## src/rtl/collector_port_arbiter.sv

```systemverilog
// Round-robin arbiter sharing one packet collector among NUM_PORTS local ports.
// Latches the winning flit, runs the ReqUpStr/GntUpStr handshake and aborts on timeout.
module collector_port_arbiter #(
  parameter int unsigned NUM_PORTS = 4,
  parameter int unsigned dataWidth = 32,
  parameter int unsigned PORT_W    = 2,
  parameter int unsigned TIMEOUT   = 16,
  parameter int unsigned TO_W      = 5
) (
  input  logic                           clk,
  input  logic                           reset,
  input  logic [NUM_PORTS-1:0]           ReqDnStr,
  input  logic [NUM_PORTS*dataWidth-1:0] PacketOut,
  output logic [NUM_PORTS-1:0]           GntDnStr,
  output logic [NUM_PORTS-1:0]           DnStrFull,
  output logic                           ReqUpStr,
  output logic [dataWidth-1:0]           PacketIn,
  input  logic                           GntUpStr,
  input  logic                           UpStrFull,
  output logic                           Busy,
  output logic [PORT_W-1:0]              Owner,
  output logic                           TimeoutErr
);

  typedef enum logic [1:0] {
    ST_IDLE = 2'b00,
    ST_REQ  = 2'b01,
    ST_ACK  = 2'b10,
    ST_BAD  = 2'b11
  } state_e;

  state_e                 state_q;
  logic                   req_q;
  logic                   busy_q;
  logic                   terr_q;
  logic [NUM_PORTS-1:0]   gnt_q;
  logic [NUM_PORTS-1:0]   full_q;
  logic [dataWidth-1:0]   pkt_q;
  logic [PORT_W-1:0]      owner_q;
  logic [PORT_W-1:0]      ptr_q;
  logic [TO_W-1:0]        cnt_q;

  logic [dataWidth-1:0]   flit [NUM_PORTS];
  logic                   win_found;
  logic [PORT_W-1:0]      win_idx;
  logic [NUM_PORTS-1:0]   win_mask;
  logic [NUM_PORTS-1:0]   own_mask;

  for (genvar i = 0; i < NUM_PORTS; i++) begin : g_flit
    assign flit[i] = PacketOut[i*dataWidth +: dataWidth];
  end

  // First requesting port after the round-robin pointer, wrapping modulo NUM_PORTS.
  always_comb begin
    logic [PORT_W-1:0] cand;
    win_found = 1'b0;
    win_idx   = '0;
    cand      = '0;
    for (int unsigned k = 1; k <= NUM_PORTS; k++) begin
      cand = PORT_W'((32'(ptr_q) + k) % NUM_PORTS);
      if (!win_found && ReqDnStr[cand]) begin
        win_found = 1'b1;
        win_idx   = cand;
      end
    end
  end

  always_comb begin
    win_mask          = '0;
    win_mask[win_idx] = 1'b1;
    own_mask          = '0;
    own_mask[owner_q] = 1'b1;
  end

  always_ff @(posedge clk) begin
    if (reset) begin
      state_q <= ST_IDLE;
      req_q   <= 1'b0;
      busy_q  <= 1'b0;
      terr_q  <= 1'b0;
      gnt_q   <= '0;
      full_q  <= '0;
      pkt_q   <= '0;
      owner_q <= '0;
      ptr_q   <= PORT_W'(NUM_PORTS - 1);
      cnt_q   <= '0;
    end else begin
      case (state_q)
        ST_IDLE: begin
          if (win_found && !UpStrFull) begin
            owner_q <= win_idx;
            pkt_q   <= flit[win_idx];
            req_q   <= 1'b1;
            cnt_q   <= '0;
            busy_q  <= 1'b1;
            full_q  <= ~win_mask;
            state_q <= ST_REQ;
          end
        end
        ST_REQ: begin
          cnt_q <= cnt_q + TO_W'(1);
          // A grant arriving on the final wait cycle still counts as success.
          if (GntUpStr) begin
            req_q   <= 1'b0;
            gnt_q   <= own_mask;
            ptr_q   <= owner_q;
            state_q <= ST_ACK;
          end else if (cnt_q == TO_W'(TIMEOUT - 1)) begin
            req_q   <= 1'b0;
            terr_q  <= 1'b1;
            ptr_q   <= owner_q;
            state_q <= ST_ACK;
          end
        end
        ST_ACK: begin
          gnt_q   <= '0;
          terr_q  <= 1'b0;
          busy_q  <= 1'b0;
          full_q  <= '0;
          state_q <= ST_IDLE;
        end
        default: begin
          req_q   <= 1'b0;
          gnt_q   <= '0;
          terr_q  <= 1'b0;
          busy_q  <= 1'b0;
          full_q  <= '0;
          state_q <= ST_IDLE;
        end
      endcase
    end
  end

  assign GntDnStr   = gnt_q;
  assign DnStrFull  = full_q;
  assign ReqUpStr   = req_q;
  assign PacketIn   = pkt_q;
  assign Busy       = busy_q;
  assign Owner      = owner_q;
  assign TimeoutErr = terr_q;

endmodule

```

## config.mk

```make
export PLATFORM = sky130hd
export DESIGN_NAME = collector_port_arbiter
export DESIGN_NICKNAME = d
export VERILOG_FILES = /design/src/rtl/collector_port_arbiter.sv
export SDC_FILE = /design/constraint.sdc
export NUM_CORES = 1
export LEC_CHECK = 0
export CORE_ASPECT_RATIO = 2
export CORE_UTILIZATION = 40
export CTS_CLUSTER_DIAMETER = 40
export CTS_CLUSTER_SIZE = 8
export DETAILED_ROUTE_END_ITERATION = 6
export PLACE_DENSITY = 0.82
export SLEW_MARGIN = 20
export SYNTH_ARGS = -nofsm -noshare
export SYNTH_HDL_FRONTEND = slang
export SYNTH_SLANG_ARGS = --single-unit
```

## constraint.sdc

```tcl
create_clock -name clk -period 2.5 [get_ports clk]
set_clock_uncertainty 0.1 [all_clocks]
set_input_delay 0.5 -clock clk [delete_from_list [all_inputs] [get_ports clk]]
set_output_delay 0.5 -clock clk [all_outputs]
set_load 0.005 [all_outputs]
```

# Yosys cells after proc, flatten, opt, wreduce, memory -nomap -nowiden
# Index checks and enable logic that the tools add are counted.
# totals
input_bits,136
register_bits,54
# op_classes
reduce_logical,21
n_mux,43
add_sub_neg,5
n_lt_le_gt_ge,9
eq_ne,8
n_bitwise,5
# ops
cell,n
32-bit binary-select mux with 2-bit select,1
32-bit two-way mux,2
2-bit by 3-bit less-than comparator with 1-bit output (second input constant),6
2-bit two-way mux,9
4-bit case mux with 2 select lines,2
1-bit two-way mux,15
2-bit AND reduction,6
5-bit case mux with 2 select lines,1
1-bit binary-select mux with 2-bit select,4
4-bit two-way mux,2
2-bit != test (second input constant),4
1-bit logical AND,6
3-bit AND reduction,2
5-bit by 1-bit adder with 5-bit output (second input constant),1
5-bit by 4-bit equality test with 1-bit output (second input constant),1
5-bit two-way mux,1
2-bit by 1-bit adder with 2-bit output (second input constant),2
2-bit adder (second input constant),2
1-bit demux with 2-bit select,2
2-bit by 1-bit >= comparator with 1-bit output (second input constant),2
1-bit logical NOT,4
4-bit inverter,1
1-bit case mux with 2 select lines,2
2-bit case mux with 2 select lines,1
other kinds (9),12

# Logic depth before layout (Yosys ltp)
# Gate-level depths: netlist of run 1.
# depth
word_depth,20
depth_mapped,8
ltp_nobuf,6

# Worst setup path before layout of run 1
# Ideal clock, no wire load.
# synth_path
path_kind,in2reg
startpoint,in ReqDnStr[3]
endpoint,"reg pkt_q[10], in the netlist PacketIn[10]"
arrival_time_ns,1.707
stages,6
slack_ns,0.570
required_ns,2.277
path_cell_list,buf_4 > and3b_1 > a311o_2 > buf_6 > a221oi_2 > o22ai_1
# synth_between
elab_chain_len,16
word_cells_on_any_way,28
classes_between,mux (19); bitwise (1); reduce/logical (8)
# synth_rtl
element,line,source
from (decl),12,"input logic [NUM_PORTS-1:0] ReqDnStr,"
1-bit binary-select mux with 2-bit select,61,if (!win_found && ReqDnStr[cand]) begin
1-bit two-way mux (not written as such),61,
1-bit two-way mux,61,
1-bit logical NOT,61,
1-bit logical AND,61,
1-bit two-way mux,61,
1-bit logical NOT,61,
1-bit logical AND,61,
1-bit two-way mux,61,
1-bit logical NOT,61,
1-bit logical AND,61,
2-bit two-way mux,61,
2-bit inverter with 3-bit output (not written as such),92,pkt_q <= flit[win_idx];
32-bit binary-select mux with 2-bit select,92,
32-bit two-way mux (not written as such) (2 in series),92,
to (signal assigned),92,
to (decl),38,logic [dataWidth-1:0] pkt_q;
# Parallel ways exist; a longest one is shown, timed or not. The select of a mux whose other input is x is not followed.
# A chain may end at the register's enable or synchronous reset.

# Worst setup path after layout of run 1
# layout_path
startpoint,in ReqDnStr[3]
endpoint,"reg pkt_q[1], in the netlist PacketIn[1]"
# Same word-level chain as after synthesis.

==> impl_metrics.csv, run 1 <==
group,metric,value,unit
place,globalplace.congestion,0.937,
global_route,grt_max_degree,49,
logic_synthesis,ys_warn_count,0,
logic_synthesis,syn_avg_cell_area,8.79,um2
power,power_leakage,2.07,nW
timing,hold_viol,0,
floorplan,dieArea,0.00879,mm2
power,switching_share,0.291,
global_route,grt_first_pass_wirelength,17900,um
logic_synthesis,yosysUniqueCellTypes,43,
finish,fill_cells,657,
run,maxCapViolCount,0,
timing,maxSlewHeadroom,0.605,
global_route,grt_overflow,0,
timing,rsz0062_at_grt,"no",
detailed_routing,drc_errors,0,
clock_tree,clkTransAtPathRegs,0.07,ns
logic_synthesis,ys.flop_type,"dfxtp_1",
global_route,grt_pass1_vias,3537,
timing,fin_crit,2.24,ns
logic_synthesis,async_flop_share,0,
finish,final_cell_mix,"179 x clkdlybuf4s50_1, 57 x nor2_1, 54 x dfxtp_1",
power,total_power,2.72,mW
logic_synthesis,synth_edf_count,0,
critical_path,cp_max_fo,17,
power,pwr-share-seq,0.377,
place,io_buffers,180,
power,powerDensity,502,mW/mm2
clock_tree,cts_buffers,5,
floorplan,start_util,0.417,
floorplan,core,0.00806,mm2
critical_path,crit_arrival,2.31,ns
clock_tree,cts.repair.resized,0,
timing,max_clock_freq,447,MHz
finish,diodes,0,
power,peakVddDrop,0.567,mV
clock_tree,post_cts_buffers,0,
detailed_routing,wl_per_cell,18.0,um
power,p_switching,0.792,mW
critical_path,endpoint_kind,"register",
clock_tree,cts_root_buf,"clkbuf_16",
timing,timing.hold.ws,0.356,ns
finish,final_area,0.00542,mm2
detailed_routing,vias,3648,
place,place_ws,-0.0177,ns
clock_tree,hold_buffers,0,
timing,setup_ws,0.262,ns
clock_tree,clk_path_buf_depth,2,
critical_path,cp-start-kind,"input pin",
detailed_routing,drt_iter0_markers,233,
detailed_routing,dr.pass1.iters,4,
clock_tree,cts_tree,"yes",
critical_path,criticalPathCategory,"input pin to register",
logic_synthesis,ys_seq_elements,54,
power,comb_power_share,0.376,
logic_synthesis,seq_area_frac_synth,0.322,
clock_tree,clock_latency,0.29,ns
detailed_routing,routed_wl,11700,um
place,hpwl,8670,um
global_route,grt_antenna_before_repair,0,
detailed_routing,postRouteAntennaNets,0,
finish,final_layout_size_suffix_gt1_frac,0.123,
clock_tree,cts_sinks,54,
floorplan,io-pin-count,181,
floorplan,die_width,66.8,um
logic_synthesis,synthCells,382,
detailed_routing,vias_per_cell,5.61,
timing,setup_violations,0,
power,p_clk_frac,0.247,
floorplan,fp.dieH,132,um
finish,seqCellArea,0.00108,mm2
floorplan,num_rows,46,
finish,final_common_cell,"clkdlybuf4s50_1",
global_route,grt_use_total,0.266,
finish,syn_to_final_growth,61.3,%
logic_synthesis,netlist_area,0.00336,mm2
finish,multi_input_comb_area,0.00205,mm2
finish,post-route-util,0.672,
place,place_area,0.00528,mm2
min_path,min_path_type,"register to register",
power,internal-power,1.93,mW
timing,tightest_slew,0.587,ns
timing,drv_slew,0,
timing,finalCritPeriodShare,0.895,
logic_synthesis,syn_nets,520,
status,status,"finished, final reports clean",
finish,final_nets,692,
clock_tree,h-tree-depth,2,
critical_path,cp.required,2.57,ns
==> cell type report <==
| type | count | share of cell area |
|---|---|---|
| clock inverters | 2 | 0.00185 |
| flip-flops and latches | 54 | 0.200 |
| repair buffers | 199 | 0.370 |
| clock buffers | 5 | 0.0231 |
| inverters | 7 | 0.00485 |
| well taps | 96 | 0.0222 |
| multi-input cells | 287 | 0.379 |
==> power groups by stage <==
stage	clock, mW	combinational (mW)	sequential [mW]
2_1_floorplan	0	0.472	1.04
3_3_place_gp	0	0.999	1.04
3_5_place_dp	0	1.02	1.04
4_1_cts	0.688	1.02	1.02
5_1_grt	0.723	1.09	1.04
6_report	0.673	1.02	1.02
==> cell families after synthesis <==
kind of cell,synth area share
simple gates,0.163
flops,0.322
buf+inv,0.0712
mux,0.105
compound gates,0.332
fa+ha+maj,0.00745
==> critical path, cell delays in order <==
cell	delay (ns)
clkdlybuf4s50_1	0.56
and3b_1	0.20
a311o_2	0.42
buf_12	0.19
a221oi_1	0.33
o22ai_1	0.11
==> routing by layer <==
metal / track usage / routed length, um / share of wire / vias to the layer above
li1: - / - / - / 1761
met1: 0.282 / 4220 / 0.36 / 1709
met2: 0.488 / 6330 / 0.54 / 149
met3: 0.0417 / 732 / 0.063 / 29
met4: 0.115 / 423 / 0.036 / 0
met5: 0 / 0 / 0 / -
==> sequential cells by signal, indices dropped and copies added (netlist names) <==
| name | cells |
|---|---|
| ReqUpStr | 1 |
| DnStrFull | 4 |
| ptr_q | 2 |
| Owner | 2 |
| PacketIn | 32 |
| cnt_q | 5 |
| state_q | 2 |
| GntDnStr | 4 |
| Busy | 1 |
| TimeoutErr | 1 |
==> Yosys cell counts, drive strengths merged, types with 2 or more instances <==
library cell / count / area, um2
a211o: 3 / 27.5
a211oi: 2 / 27.5
a21o: 2 / 16.3
a21oi: 11 / 55.1
a221oi: 33 / 477
a22oi: 5 / 37.5
a31oi: 2 / 12.5
buf: 22 / 164
clkbuf: 12 / 48.8
dfxtp: 54 / 1080
ha: 2 / 25.0
inv: 7 / 26.3
mux2i: 34 / 340
nand2: 10 / 37.5
nand4: 2 / 12.5
nor2: 59 / 231
nor2b: 34 / 213
nor3: 2 / 10.0
o21ai: 40 / 200
o21bai: 2 / 15.0
o22ai: 32 / 200
==> worst paths after layout <==
kind,start,endpoint,slack [ns],depth (start not counted)
worst max-delay path,ReqDnStr[3],PacketIn[1]$_SDFFE_PP0P_,0.26,6
worst max register to register,cnt_q[0]$_SDFFE_PP0P_,ptr_q[1]$_SDFFE_PP1P_,0.42,6
worst min register to register,GntDnStr[3]$_SDFFE_PP0P_,GntDnStr[3]$_SDFFE_PP0P_,0.36,2
worst min-delay path,GntDnStr[3]$_SDFFE_PP0P_,GntDnStr[3]$_SDFFE_PP0P_,0.36,2
==> per-stage QoR <==
step / cells / TNS [ns]
finish: 650 / 0
global route: 650 / 0
CTS: 650 / 0
detailed placement: 643 / -0.0337
global placement: 643 / 0
floorplan: 382 / 0
Power figures use the tool's default switching activity.
==> inputs of run 2 (changes only) <==
--- a/config.mk
+++ b/config.mk
@@ -5,13 +5,16 @@
 export SDC_FILE = /design/constraint.sdc
 export NUM_CORES = 1
 export LEC_CHECK = 0
+export ABC_AREA = 1
 export CORE_ASPECT_RATIO = 2
 export CORE_UTILIZATION = 40
 export CTS_CLUSTER_DIAMETER = 40
 export CTS_CLUSTER_SIZE = 8
 export DETAILED_ROUTE_END_ITERATION = 6
-export PLACE_DENSITY = 0.82
+export PLACE_DENSITY = 0.81
+export SETUP_SLACK_MARGIN = 0.02
 export SLEW_MARGIN = 20
 export SYNTH_ARGS = -nofsm -noshare
 export SYNTH_HDL_FRONTEND = slang
 export SYNTH_SLANG_ARGS = --single-unit
+export TNS_END_PERCENT = 1
==> impl_metrics.csv, run 2 <==
group,metric,value,unit
floorplan,fp.dieH,133,um
run,maxCapViolCount,0,
min_path,min_path_type,"register to register",
logic_synthesis,async_flop_share,0,
timing,maxSlewHeadroom,0.713,
global_route,grt_first_pass_wirelength,19200,um
detailed_routing,wl_per_cell,15.1,um
finish,fill_cells,739,
critical_path,criticalPathCategory,"input pin to register",
detailed_routing,postRouteAntennaNets,0,
clock_tree,cts.repair.resized,0,
global_route,grt_use_total,0.282,
floorplan,io-pin-count,181,
clock_tree,post_cts_buffers,0,
finish,final_cell_mix,"180 x clkdlybuf4s50_1, 127 x nand3_1, 112 x nand2_1",
global_route,grt_use_met3,0.0625,
status,status,"finished, final reports clean",
logic_synthesis,synth_edf_count,0,
power,peakVddDrop,0.348,mV
clock_tree,hold_buffers,0,
finish,syn_to_final_growth,62.7,%
logic_synthesis,synthTopCellsByArea,"dfxtp_1 31%, nand3_1 18%, nand2_1 12%, nor2_1 7.5%, o21ai_0 5.5%",
detailed_routing,dr.pass1.iters,5,
global_route,grt_antenna_before_repair,0,
logic_synthesis,yosysTopAreaCellShare,0.315,
finish,final_nets,842,
place,io_buffers,180,
clock_tree,cts_root_buf,"clkbuf_16",
logic_synthesis,synth.most_common_cell,"nand3_1",
logic_synthesis,synthCells,523,
global_route,grtUsageMet2,0.501,
finish,diodes,0,
logic_synthesis,ys_warn_count,0,
logic_synthesis,syn_nets,661,
clock_tree,cts_sinks,54,
critical_path,crit_arrival,2.33,ns
timing,rsz0062_at_grt,"no",
floorplan,dieArea,0.00899,mm2
logic_synthesis,yosysTopAreaCell,"dfxtp_1",
critical_path,cp.required,2.59,ns
logic_synthesis,yosysUniqueCellTypes,33,
finish,final_layout_size_suffix_gt1_frac,0.111,
finish,post-route-util,0.675,
timing,fin_crit,2.24,ns
finish,final_common_cell,"clkdlybuf4s50_1",
floorplan,num_rows,47,
power,power_leakage,2.31,nW
detailed_routing,vias,4232,
timing,max_clock_freq,446,MHz
timing,drv_slew,0,
global_route,grt_max_degree,41,
timing,finalCritPeriodShare,0.896,
detailed_routing,drt_iter0_markers,251,
detailed_routing,routed_wl,12100,um
logic_synthesis,ys.flop_type,"dfxtp_1",
place,hpwl,9590,um
timing,timing.hold.ws,0.354,ns
place,globalplace.congestion,0.890,
clock_tree,cts_tree,"yes",
global_route,grt_pass1_vias,4226,
logic_synthesis,syn_avg_cell_area,6.57,um2
detailed_routing,drc_errors,0,
clock_tree,h-tree-depth,2,
critical_path,endpoint_kind,"register",
global_route,grt_overflow,0,
logic_synthesis,synthTopCellsByCount,"127 x nand3_1, 112 x nand2_1, 69 x nor2_1, 54 x dfxtp_1, 38 x o21ai_0",
timing,tightest_slew,0.430,ns
clock_tree,cts_buffers,5,
critical_path,cp-start-kind,"input pin",
clock_tree,clkTransAtPathRegs,0.07,ns
detailed_routing,vias_per_cell,5.27,
floorplan,core,0.00829,mm2
clock_tree,clock_latency,0.30,ns
global_route,met1_usage,0.272,
timing,hold_viol,0,
floorplan,start_util,0.415,
logic_synthesis,ys_seq_elements,54,
logic_synthesis,seq_area_frac_synth,0.315,
timing,setup_violations,0,
floorplan,die_width,67.5,um
power,powerDensity,622,mW/mm2
clock_tree,clk_path_buf_depth,2,
timing,tns,0,ns
global_route,grt.busiest_layer,"met2",
logic_synthesis,netlist_area,0.00344,mm2
critical_path,cp_max_fo,15,
finish,largest_reg_flops,32,
-- run 2: cell types whose count changed in the layout (fill, tap and decap cells not counted), sizes merged, moves of 3 or more --
cell	delta
a211o	-3
a221oi	-33
a22oi	-5
buf	+6
inv	+18
mux2i	-34
nand2	+110
nand3	+142
nor2	+26
nor2b	-34
o22ai	-31
-- run 2: critical path: stages --
cell	delay (ns)
clkdlybuf4s50_1	0.50
nand2_1	0.07
nand2_2	0.12
nand2_1	0.06
nand2_1	0.09
nand2_1	0.09
nand3_1	0.15
nand3_4	0.17
buf_4	0.23
nand3_1	0.09
nand3_1	0.08
nor2_1	0.13
nor2_1	0.05
-- run 2: area by class of cell --
| type | count | area [um2] | share of cell area |
|---|---|---|---|
| well taps | 98 | 123 | 0.0219 |
| inverters | 26 | 105 | 0.0188 |
| flip-flops and latches | 54 | 1080 | 0.193 |
| repair buffers | 206 | 2080 | 0.373 |
| clock inverters | 1 | 8.76 | 0.00157 |
| multi-input cells | 411 | 2040 | 0.364 |
| clock buffers | 7 | 153 | 0.0273 |
-- run 2: where the power goes --
group | switching [mW] | internal, mW
Combinational | 0.867 | 0.821
Clock | 0.323 | 0.428
Sequential | 0.0689 | 0.973
-- run 2: through the flow --
| step | std cells | area, um2 | worst slack (ns) | total power [mW] |
|---|---|---|---|---|
| after CTS | 803 | 5590 | 0.252 | 3.49 |
| after detailed placement | 795 | 5430 | -0.0313 | 2.74 |
| after global placement | 795 | 5430 | 0.00752 | 2.70 |
| after floorplan | 523 | 3440 | 0.601 | 2.01 |
| final | 803 | 5590 | 0.260 | 3.48 |
| after global routing | 803 | 5590 | 0.0823 | 3.70 |
-- run 2: layer usage --
| layer | wire length, um | part of all wire | up-vias |
|---|---|---|---|
| met2 | 6510 | 0.54 | 195 |
| met1 | 4090 | 0.34 | 1886 |
| met3 | 762 | 0.063 | 52 |
| li1 | - | - | 2099 |
| met4 | 769 | 0.063 | 0 |
| met5 | 0 | 0 | - |
-- run 2: cell families (layout without fill, tap and decap cells) --
kind of cell | after synthesis | in the layout | share of synthesized area
flip-flops | 54 | 54 | 0.315
adder cells (fa/ha/maj) | 2 | 2 | 0.00728
AND/OR/NAND/NOR | 350 | 350 | 0.495
buffers and inverters | 58 | 240 | 0.0925
AO/OA/AOI/OAI | 59 | 59 | 0.0906
-- run 2: path summary, 6_finish.rpt --
check | end | slack, ns | depth (start not counted) | start
worst max-delay path | PacketIn[2]$_SDFFE_PP0P_ | 0.26 | 13 | ReqDnStr[0]
worst min-delay path | Busy$_SDFFE_PP0P_ | 0.35 | 2 | Busy$_SDFFE_PP0P_
worst min register to register | Busy$_SDFFE_PP0P_ | 0.35 | 2 | Busy$_SDFFE_PP0P_
worst max register to register | PacketIn[10]$_SDFFE_PP0P_ | 0.27 | 13 | ptr_q[0]$_SDFFE_PP1P_
